### src/rtl/camera_frame_capture_pkg.sv
// Shared types and widths for the camera capture front end.
package camera_pkg;

  localparam int X_W   = 10;
  localparam int Y_W   = 9;
  localparam int PIX_W = 16;

  // Capture sequencer states.
  typedef enum logic [1:0] {
    IDLE    = 2'd0,
    ARM     = 2'd1,
    CAPTURE = 2'd2,
    DONE    = 2'd3
  } state_t;

  // One output FIFO entry: start-of-frame flag, coordinates, RGB565 pixel.
  typedef struct packed {
    logic             sof;
    logic [Y_W-1:0]   y;
    logic [X_W-1:0]   x;
    logic [PIX_W-1:0] data;
  } pix_entry_t;

  localparam int ENTRY_W = $bits(pix_entry_t);

endpackage

### src/rtl/camera_frame_capture_if.sv
// Valid/ready pixel stream from the capture block to the frame-buffer writer.
interface camera_frame_capture_if;
  import camera_pkg::*;

  logic [PIX_W-1:0] pix_data;
  logic [X_W-1:0]   pix_x;
  logic [Y_W-1:0]   pix_y;
  logic             pix_sof;
  logic             pix_valid;
  logic             pix_ready;

  // Producer side (capture block).
  modport master (
    output pix_data, pix_x, pix_y, pix_sof, pix_valid,
    input  pix_ready
  );

  // Consumer side (frame-buffer writer).
  modport slave (
    input  pix_data, pix_x, pix_y, pix_sof, pix_valid,
    output pix_ready
  );

endinterface

### src/rtl/camera_frame_capture_pix_fifo.sv
// Small synchronous first-word-fall-through FIFO built as a shift register.
// The head entry always sits in register slot 0, so the read data comes
// straight from a flop and never changes while the head is not consumed.
module pix_fifo #(
  parameter int WIDTH = 36,
  parameter int DEPTH = 4
) (
  input  logic             clk,
  input  logic             reset,
  input  logic             wr_en,
  input  logic [WIDTH-1:0] wr_data,
  input  logic             rd_en,
  output logic [WIDTH-1:0] rd_data,
  output logic             full,
  output logic             empty
);

  localparam int AW = (DEPTH > 1) ? $clog2(DEPTH) : 1;
  localparam int CW = $clog2(DEPTH + 1);

  logic [WIDTH-1:0] mem_q [DEPTH];
  logic [CW-1:0]    cnt_q;

  logic          rd;
  logic          wr;
  logic [CW-1:0] wr_pos;
  logic [AW-1:0] wr_idx;

  assign empty   = (cnt_q == '0);
  assign full    = (cnt_q == CW'(DEPTH));
  assign rd      = rd_en && !empty;
  // A read in the same cycle frees the tail slot, so a full FIFO still
  // accepts the write.
  assign wr      = wr_en && (!full || rd);
  // When reading, everything shifts down by one, so the new entry lands one
  // slot lower than the current occupancy.
  assign wr_pos  = rd ? (cnt_q - CW'(1)) : cnt_q;
  assign wr_idx  = wr_pos[AW-1:0];
  assign rd_data = mem_q[0];

  // Shift on read, insert at the tail on write, track occupancy.
  always_ff @(posedge clk) begin
    if (reset) begin
      cnt_q <= '0;
      for (int i = 0; i < DEPTH; i++) mem_q[i] <= '0;
    end else begin
      if (rd) begin
        for (int i = 0; i < DEPTH - 1; i++) mem_q[i] <= mem_q[i+1];
      end
      if (wr) mem_q[wr_idx] <= wr_data;
      cnt_q <= cnt_q + CW'(wr) - CW'(rd);
    end
  end

endmodule

### src/rtl/camera_frame_capture.sv
// Parallel camera port front end: oversamples pclk, assembles RGB565 pixels
// from byte pairs and, once armed by the shutter, streams exactly one frame
// into a small FIFO feeding the frame-buffer writer.
module camera_frame_capture
  import camera_pkg::*;
#(
  parameter int H_ACTIVE   = 640,
  parameter int V_ACTIVE   = 480,
  parameter int FIFO_DEPTH = 4
) (
  input  logic                  clk,
  input  logic                  reset,
  input  logic                  cam_pclk,
  input  logic                  cam_vsync,
  input  logic                  cam_href,
  input  logic [7:0]            cam_data,
  input  logic                  switch_shutter,
  camera_frame_capture_if.master pix,
  output logic                  busy,
  output logic                  frame_done,
  output logic                  overflow
);

  // Bundle of everything that crosses in from the camera side:
  // [11] pclk, [10] vsync, [9] href, [8] shutter, [7:0] data.
  localparam int SW = 12;

  logic [SW-1:0] meta_q;
  logic [SW-1:0] sync_q;
  logic [3:0]    prev_q;

  logic       pclk_rise;
  logic       vs_fall;
  logic       vs_rise;
  logic       href_s;
  logic       href_fall;
  logic       sh_rise;
  logic [7:0] byte_s;

  state_t         state_q;
  logic [X_W-1:0] x_q;
  logic [Y_W-1:0] y_q;
  logic           phase_q;
  logic [7:0]     hi_q;
  logic           wr_q;
  pix_entry_t     wr_ent_q;
  logic           busy_q;
  logic           done_q;
  logic           ovf_q;

  logic             fifo_full;
  logic             fifo_empty;
  logic             fifo_rd;
  logic [ENTRY_W-1:0] fifo_dout;
  pix_entry_t       head;
  logic             drop;

  // Two-flop synchronizer for all camera inputs and the shutter, plus a third
  // stage on the control lines for edge detection. Data rides the same
  // two-flop path so it lines up with the pclk edge that samples it.
  always_ff @(posedge clk) begin
    if (reset) begin
      meta_q <= '0;
      sync_q <= '0;
      prev_q <= '0;
    end else begin
      meta_q <= {cam_pclk, cam_vsync, cam_href, switch_shutter, cam_data};
      sync_q <= meta_q;
      prev_q <= sync_q[11:8];
    end
  end

  assign pclk_rise = sync_q[11] & ~prev_q[3];
  assign vs_fall   = ~sync_q[10] &  prev_q[2];
  assign vs_rise   =  sync_q[10] & ~prev_q[2];
  assign href_s    =  sync_q[9];
  assign href_fall = ~sync_q[9]  &  prev_q[1];
  assign sh_rise   =  sync_q[8]  & ~prev_q[0];
  assign byte_s    =  sync_q[7:0];

  // Capture sequencer with byte assembly, coordinate counters and the
  // registered FIFO write request; busy/frame_done are registered here too.
  always_ff @(posedge clk) begin
    if (reset) begin
      state_q  <= IDLE;
      x_q      <= '0;
      y_q      <= '0;
      phase_q  <= 1'b0;
      hi_q     <= '0;
      wr_q     <= 1'b0;
      wr_ent_q <= '0;
      busy_q   <= 1'b0;
      done_q   <= 1'b0;
    end else begin
      wr_q   <= 1'b0;
      done_q <= 1'b0;
      busy_q <= (state_q == ARM) || (state_q == CAPTURE);
      case (state_q)
        IDLE: begin
          if (sh_rise) state_q <= ARM;
        end
        ARM: begin
          if (vs_fall) begin
            state_q <= CAPTURE;
            x_q     <= '0;
            y_q     <= '0;
            phase_q <= 1'b0;
          end
        end
        CAPTURE: begin
          if (vs_rise) begin
            // End of frame: no byte from this cycle is written.
            state_q <= DONE;
            done_q  <= 1'b1;
          end else if (href_fall) begin
            // End of line: drop any half pixel and move to the next row.
            x_q     <= '0;
            phase_q <= 1'b0;
            if (y_q < Y_W'(V_ACTIVE)) y_q <= y_q + Y_W'(1);
          end else if (pclk_rise && href_s) begin
            phase_q <= ~phase_q;
            if (!phase_q) begin
              hi_q <= byte_s;
            end else begin
              wr_q          <= (x_q < X_W'(H_ACTIVE)) && (y_q < Y_W'(V_ACTIVE));
              wr_ent_q.sof  <= (x_q == '0) && (y_q == '0);
              wr_ent_q.y    <= y_q;
              wr_ent_q.x    <= x_q;
              wr_ent_q.data <= {hi_q, byte_s};
              if (x_q < X_W'(H_ACTIVE)) x_q <= x_q + X_W'(1);
            end
          end
        end
        DONE: begin
          state_q <= IDLE;
        end
        default: state_q <= IDLE;
      endcase
    end
  end

  assign fifo_rd = pix.pix_ready && !fifo_empty;
  // A write into a full FIFO is lost unless the same cycle pops the head.
  assign drop    = wr_q && fifo_full && !fifo_rd;

  // Sticky overflow flag; only reset clears it.
  always_ff @(posedge clk) begin
    if (reset)     ovf_q <= 1'b0;
    else if (drop) ovf_q <= 1'b1;
  end

  pix_fifo #(
    .WIDTH (ENTRY_W),
    .DEPTH (FIFO_DEPTH)
  ) u_fifo (
    .clk     (clk),
    .reset   (reset),
    .wr_en   (wr_q),
    .wr_data (wr_ent_q),
    .rd_en   (pix.pix_ready),
    .rd_data (fifo_dout),
    .full    (fifo_full),
    .empty   (fifo_empty)
  );

  assign head          = pix_entry_t'(fifo_dout);
  assign pix.pix_valid = !fifo_empty;
  assign pix.pix_data  = head.data;
  assign pix.pix_x     = head.x;
  assign pix.pix_y     = head.y;
  assign pix.pix_sof   = head.sof;

  assign busy       = busy_q;
  assign frame_done = done_q;
  assign overflow   = ovf_q;

endmodule

### src/flat_wrapper.sv
// flat-port wrapper written by rule: the top's interface ports become plain ports
module camera_frame_capture_flat import camera_pkg::*;
#(
  parameter int H_ACTIVE   = 640,
  parameter int V_ACTIVE   = 480,
  parameter int FIFO_DEPTH = 4
)
  (clk, reset, cam_pclk, cam_vsync, cam_href, cam_data, switch_shutter, busy, frame_done, overflow, pix_pix_data, pix_pix_x, pix_pix_y, pix_pix_sof, pix_pix_valid, pix_pix_ready);
  camera_frame_capture_if pix_i ();
  input  logic clk;
  input  logic reset;
  input  logic cam_pclk;
  input  logic cam_vsync;
  input  logic cam_href;
  input  logic [7:0] cam_data;
  input  logic switch_shutter;
  output logic busy;
  output logic frame_done;
  output logic overflow;
  output wire logic [$bits(pix_i.pix_data)-1:0] pix_pix_data;
  output wire logic [$bits(pix_i.pix_x)-1:0] pix_pix_x;
  output wire logic [$bits(pix_i.pix_y)-1:0] pix_pix_y;
  output wire logic [$bits(pix_i.pix_sof)-1:0] pix_pix_sof;
  output wire logic [$bits(pix_i.pix_valid)-1:0] pix_pix_valid;
  input wire logic [$bits(pix_i.pix_ready)-1:0] pix_pix_ready;
  assign pix_pix_data = pix_i.pix_data;
  assign pix_pix_x = pix_i.pix_x;
  assign pix_pix_y = pix_i.pix_y;
  assign pix_pix_sof = pix_i.pix_sof;
  assign pix_pix_valid = pix_i.pix_valid;
  assign pix_i.pix_ready = pix_pix_ready;
  camera_frame_capture #(.H_ACTIVE(H_ACTIVE), .V_ACTIVE(V_ACTIVE), .FIFO_DEPTH(FIFO_DEPTH)) u_core (.clk(clk), .reset(reset), .cam_pclk(cam_pclk), .cam_vsync(cam_vsync), .cam_href(cam_href), .cam_data(cam_data), .switch_shutter(switch_shutter), .pix(pix_i), .busy(busy), .frame_done(frame_done), .overflow(overflow));
endmodule
### config.mk
export PLATFORM = sky130hd
export DESIGN_NAME = camera_frame_capture_flat
export DESIGN_NICKNAME = d
export VERILOG_FILES = /design/src/rtl/camera_frame_capture_pkg.sv /design/src/rtl/camera_frame_capture_if.sv /design/src/rtl/camera_frame_capture_pix_fifo.sv /design/src/rtl/camera_frame_capture.sv /design/src/flat_wrapper.sv
export SDC_FILE = /design/constraint.sdc
export NUM_CORES = 1
export LEC_CHECK = 0
export BUFFER_PORTS_ARGS = -buffer_cell sky130_fd_sc_hd__buf_2
export CAP_MARGIN = 10
export CELL_PAD_IN_SITES_DETAIL_PLACEMENT = 0
export CELL_PAD_IN_SITES_GLOBAL_PLACEMENT = 1
export CORE_MARGIN = 2
export CORE_UTILIZATION = 39
export CTS_CLUSTER_DIAMETER = 100
export DETAILED_ROUTE_END_ITERATION = 6
export PLACE_DENSITY = 0.66
export RECOVER_POWER = 50
export SYNTH_ARGS = -nofsm -noshare
export SYNTH_HDL_FRONTEND = slang
export SYNTH_HIERARCHICAL = 1
export SYNTH_SLANG_ARGS = --single-unit
### constraint.sdc
create_clock -name clk -period 6.2 [get_ports clk]
set_clock_uncertainty 0.05 [all_clocks]
set_input_delay 0.31 -clock clk [delete_from_list [all_inputs] [get_ports clk]]
set_output_delay 0.31 -clock clk [all_outputs]
set_load 0.01 [all_outputs]
==> impl_metrics.csv <==
group,metric,value,unit
die,coreArea,25300,µm²
grt,grt_pass1_wl,33900,µm
drt,finalWirelength,21000,µm
timing,period_share,0.692,
critical_path,cp_max_fo,29,
timing,grt_setup_unrepaired,"no",
drt,drt-pass1-iter-count,5,
logic_synthesis,netlist_area,10000,µm²
die,die_w,164,µm
layout,fillCellCount,2293,
logic_synthesis,synthCells,789,
power,total_power,4350,µW
timing,finalSetupViolations,0,
layout,multi_input_area,3290,µm²
drt,vias,6472,
timing,max_freq,0.233,GHz
logic_synthesis,seq_area_frac_synth,0.632,
cts,clk_pin_slew_worst_paths,0.06,ns
critical_path,startpoint,"u_core/u_fifo/cnt_q[0]",
drt,avgRoutedWirePerCell,17.7,µm
layout,finish.utilization,0.451,
power,p_leak,0.00415,µW
power,peakVddDrop,0.209,mV
hold_path,hold_class,"input pin to flop",
cts,root_buffer,"clkbuf_16",
place,gp_congestion,0.800,
layout,drive_gt1_frac,0.129,
grt,antenna_found_initial,0,
hold_path,hp-start,"pix_pix_ready",
grt,grt_max_degree,132,
layout,fin_cells,1185,
flow_run,cap_viol_max_count,5,
cts,cts_buffers,26,
logic_synthesis,ys_warn_count,6,
cts,ctsResizeCount,0,
timing,min_period,4.29,ns
place,io_buffers,54,
logic_synthesis,syn_nets,815,
power,cellPowerDensity,382,nW/µm²
critical_path,critical_path_arrival,4.35,ns
timing,tightest_slew,2.87,ns
critical_path,crit_top_cell,"nor2b_1",
critical_path,cpMaxStageDelayCell,"clkbuf_1",
logic_synthesis,synth.distinct_cells,54,
die,start_util,0.397,
drt,drt_iter0_markers,530,
grt,gr-total-overflow,0,
place,dp_hpwl,13000,µm
timing,slew_violations,196,
cts,clock-sinks,245,
logic_synthesis,syn-mean-instance-area,12.7,µm²
critical_path,cp-end-kind,"flop",
drt,viasPerCell,5.46,
layout,diodes,0,
layout,final_nets,861,
drt,drc,0,
die,rows,58,
cts,cts.path.max_buffers,3,
run_status,violations,"capacitance limit, slew limit",
place,dp_cells,1122,
critical_path,crit_chain,"inv_1 > ha_1 > nor2b_1 > nand2b_1 > nor2b_1 > o21ai_0 > clkbuf_1",
die,dieArea,27000,µm²
grt,grt_pass1_vias,6474,
die,die_y,164,µm
grt,grtUsageTotal,0.155,
cts,hold_buffers,12,
cts,clk_latency,0.51,ns
cts,cts_tree,"built",
critical_path,required,6.26,ns
logic_synthesis,synth-seq-cells,245,
critical_path,worstSetupPathType,"flop to flop",
critical_path,r2r-start,"u_core/u_fifo/cnt_q[0]",
drt,final_antenna_net_count,0,
die,pin_count,55,
timing,hold_viol,0,
cts,postCtsSetupBuffers,0,
timing,fin_tns_setup,0,ns
layout,seq_area,6350,µm²
run_status,status,"finished with violations",
cts,htreeDepth,1,
layout,areaGrowthSynthToFinish,13.6,%
critical_path,slowest_delay,1.26,ns
critical_path,start_kind,"flop",
timing,slew_headroom,-0.915,
layout by cell type (no fill, tap or decap), types with 3 or more instances in the layout:
master,n
nand3_1,8
nor4_1,4
clkbuf_16,27
clkinv_2,8
ha_1,10
mux2i_1,10
xor2_1,5
and3_1,39
a32o_2,30
a21oi_1,51
or4_1,3
edfxtp_1,144
nor2b_1,35
buf_4,7
xnor2_1,3
or3_1,8
nand2_1,96
nand4_1,8
a32o_1,78
nor3_1,3
nor2_1,26
dlygate4sd3_1,12
o21ai_0,13
dfxtp_1,101
nand2b_1,4
clkbuf_8,5
buf_2,13
clkbuf_1,51
inv_1,15
layer usage:
layer  wire length, µm  global-route usage  up-vias
met5                 0                   0        -
met4               270              0.0336        0
met3              1100              0.0284       22
met2             10000               0.262      168
met1              9570               0.210     3169
li1                  -                   -     3113
state kept, by name, indices dropped and copies added (netlist names), 4 cells and up:
| name | count |
|---|---|
| u_core/u_fifo/mem_q | 144 |
| u_core/y_q | 9 |
| u_core/x_q | 10 |
| u_core/sync_q | 12 |
| u_core/hi_q | 8 |
| u_core/meta_q | 12 |
| u_core/wr_ent_q | 36 |
| u_core/prev_q | 4 |
worst paths after layout:
| check | to | slack, ns | depth (start not counted) |
|---|---|---|---|
| worst max register to register | u_core/u_fifo/mem_q[1][17] | 1.91 | 7 |
| worst min register to register | u_core/prev_q[0] | 0.38 | 2 |
| worst min-delay path | u_core/overflow | 0.13 | 4 |
| worst max-delay path | u_core/u_fifo/mem_q[1][17] | 1.91 | 7 |
cell usage after synthesis (all sizes together):
| master | count | share of area |
|---|---|---|
| edfxtp | 144 | 0.43 |
| buf | 33 | 0.023 |
| nor4b | 1 | 0.00087 |
| a211oi | 1 | 0.00075 |
| o21a | 3 | 0.0022 |
| nand2 | 96 | 0.037 |
| nand4b | 2 | 0.0024 |
| nor4 | 5 | 0.0046 |
| nor2b | 35 | 0.022 |
| o31ai | 1 | 0.00075 |
| or4 | 3 | 0.0022 |
| a21o | 1 | 0.00075 |
| and4 | 2 | 0.0017 |
| a21oi | 51 | 0.025 |
| xor2 | 5 | 0.0044 |
| or3 | 8 | 0.0050 |
| nor3 | 5 | 0.0041 |
| a31oi | 2 | 0.0012 |
| clkbuf | 28 | 0.011 |
| nor3b | 2 | 0.0015 |
| o21ai | 15 | 0.0075 |
| o211a | 1 | 0.0010 |
| dfxtp | 101 | 0.20 |
| xnor2 | 3 | 0.0026 |
| o211ai | 1 | 0.0012 |
| nand4 | 8 | 0.0050 |
| and3 | 39 | 0.024 |
| nand2b | 5 | 0.0041 |
| nand3 | 8 | 0.0040 |
| nand3b | 2 | 0.0015 |
| a311oi | 2 | 0.0052 |
| inv | 15 | 0.0056 |
| or2 | 3 | 0.0019 |
| a32o | 108 | 0.11 |
| fa | 1 | 0.0020 |
| mux2i | 13 | 0.017 |
| nor2 | 26 | 0.0097 |
| ha | 10 | 0.012 |
cells by family (layout without fill, tap and decap cells):
family,Yosys count,count (layout),synth area share
buffers and inverters,76,142,0.0397
muxes,13,13,0.0171
adders and majority gates,11,11,0.0145
AOI/OAI and AO/OA,186,186,0.158
and+or+nand+nor,250,250,0.132
xor gates and xnor gates,8,8,0.00698
DFF,245,245,0.632
final cells by class:
| class | instances | share of cell area |
|---|---|---|
| timing repair buffer | 79 | 0.0394 |
| clock inverter | 9 | 0.00615 |
| sequential | 245 | 0.557 |
| inverter | 15 | 0.00494 |
| multi-input combinational | 468 | 0.289 |
| tap | 330 | 0.0362 |
| clock buffer | 39 | 0.0680 |
power by group:
| part | switching [µW] | internal (µW) | total, µW |
|---|---|---|---|
| Combinational | 587 | 224 | 811 |
| Sequential | 70.6 | 1970 | 2040 |
| Clock | 602 | 901 | 1500 |
through the flow:
step | area, µm² | setup slack, ns | hold WS, ns
final | 11400 | 1.91 | 0.128
after CTS | 11500 | 2.80 | 0.133
after floorplan | 10000 | 2.06 | 0.339
after global routing | 11400 | 1.54 | 0.131
after global placement | 10500 | 2.91 | 0.370
after detailed placement | 10500 | 2.81 | 0.375
worst max-delay path, delay by kind of cell, from the launching register on:
kind | cells | cell delay [ns]
flip-flops | 1 | 0.51
AND/OR/NAND/NOR | 3 | 0.98
buffers and inverters | 2 | 1.46
adder cells (fa/ha/maj) | 1 | 0.27
AO/OA/AOI/OAI | 1 | 0.58
Power figures use the tool's default switching activity.
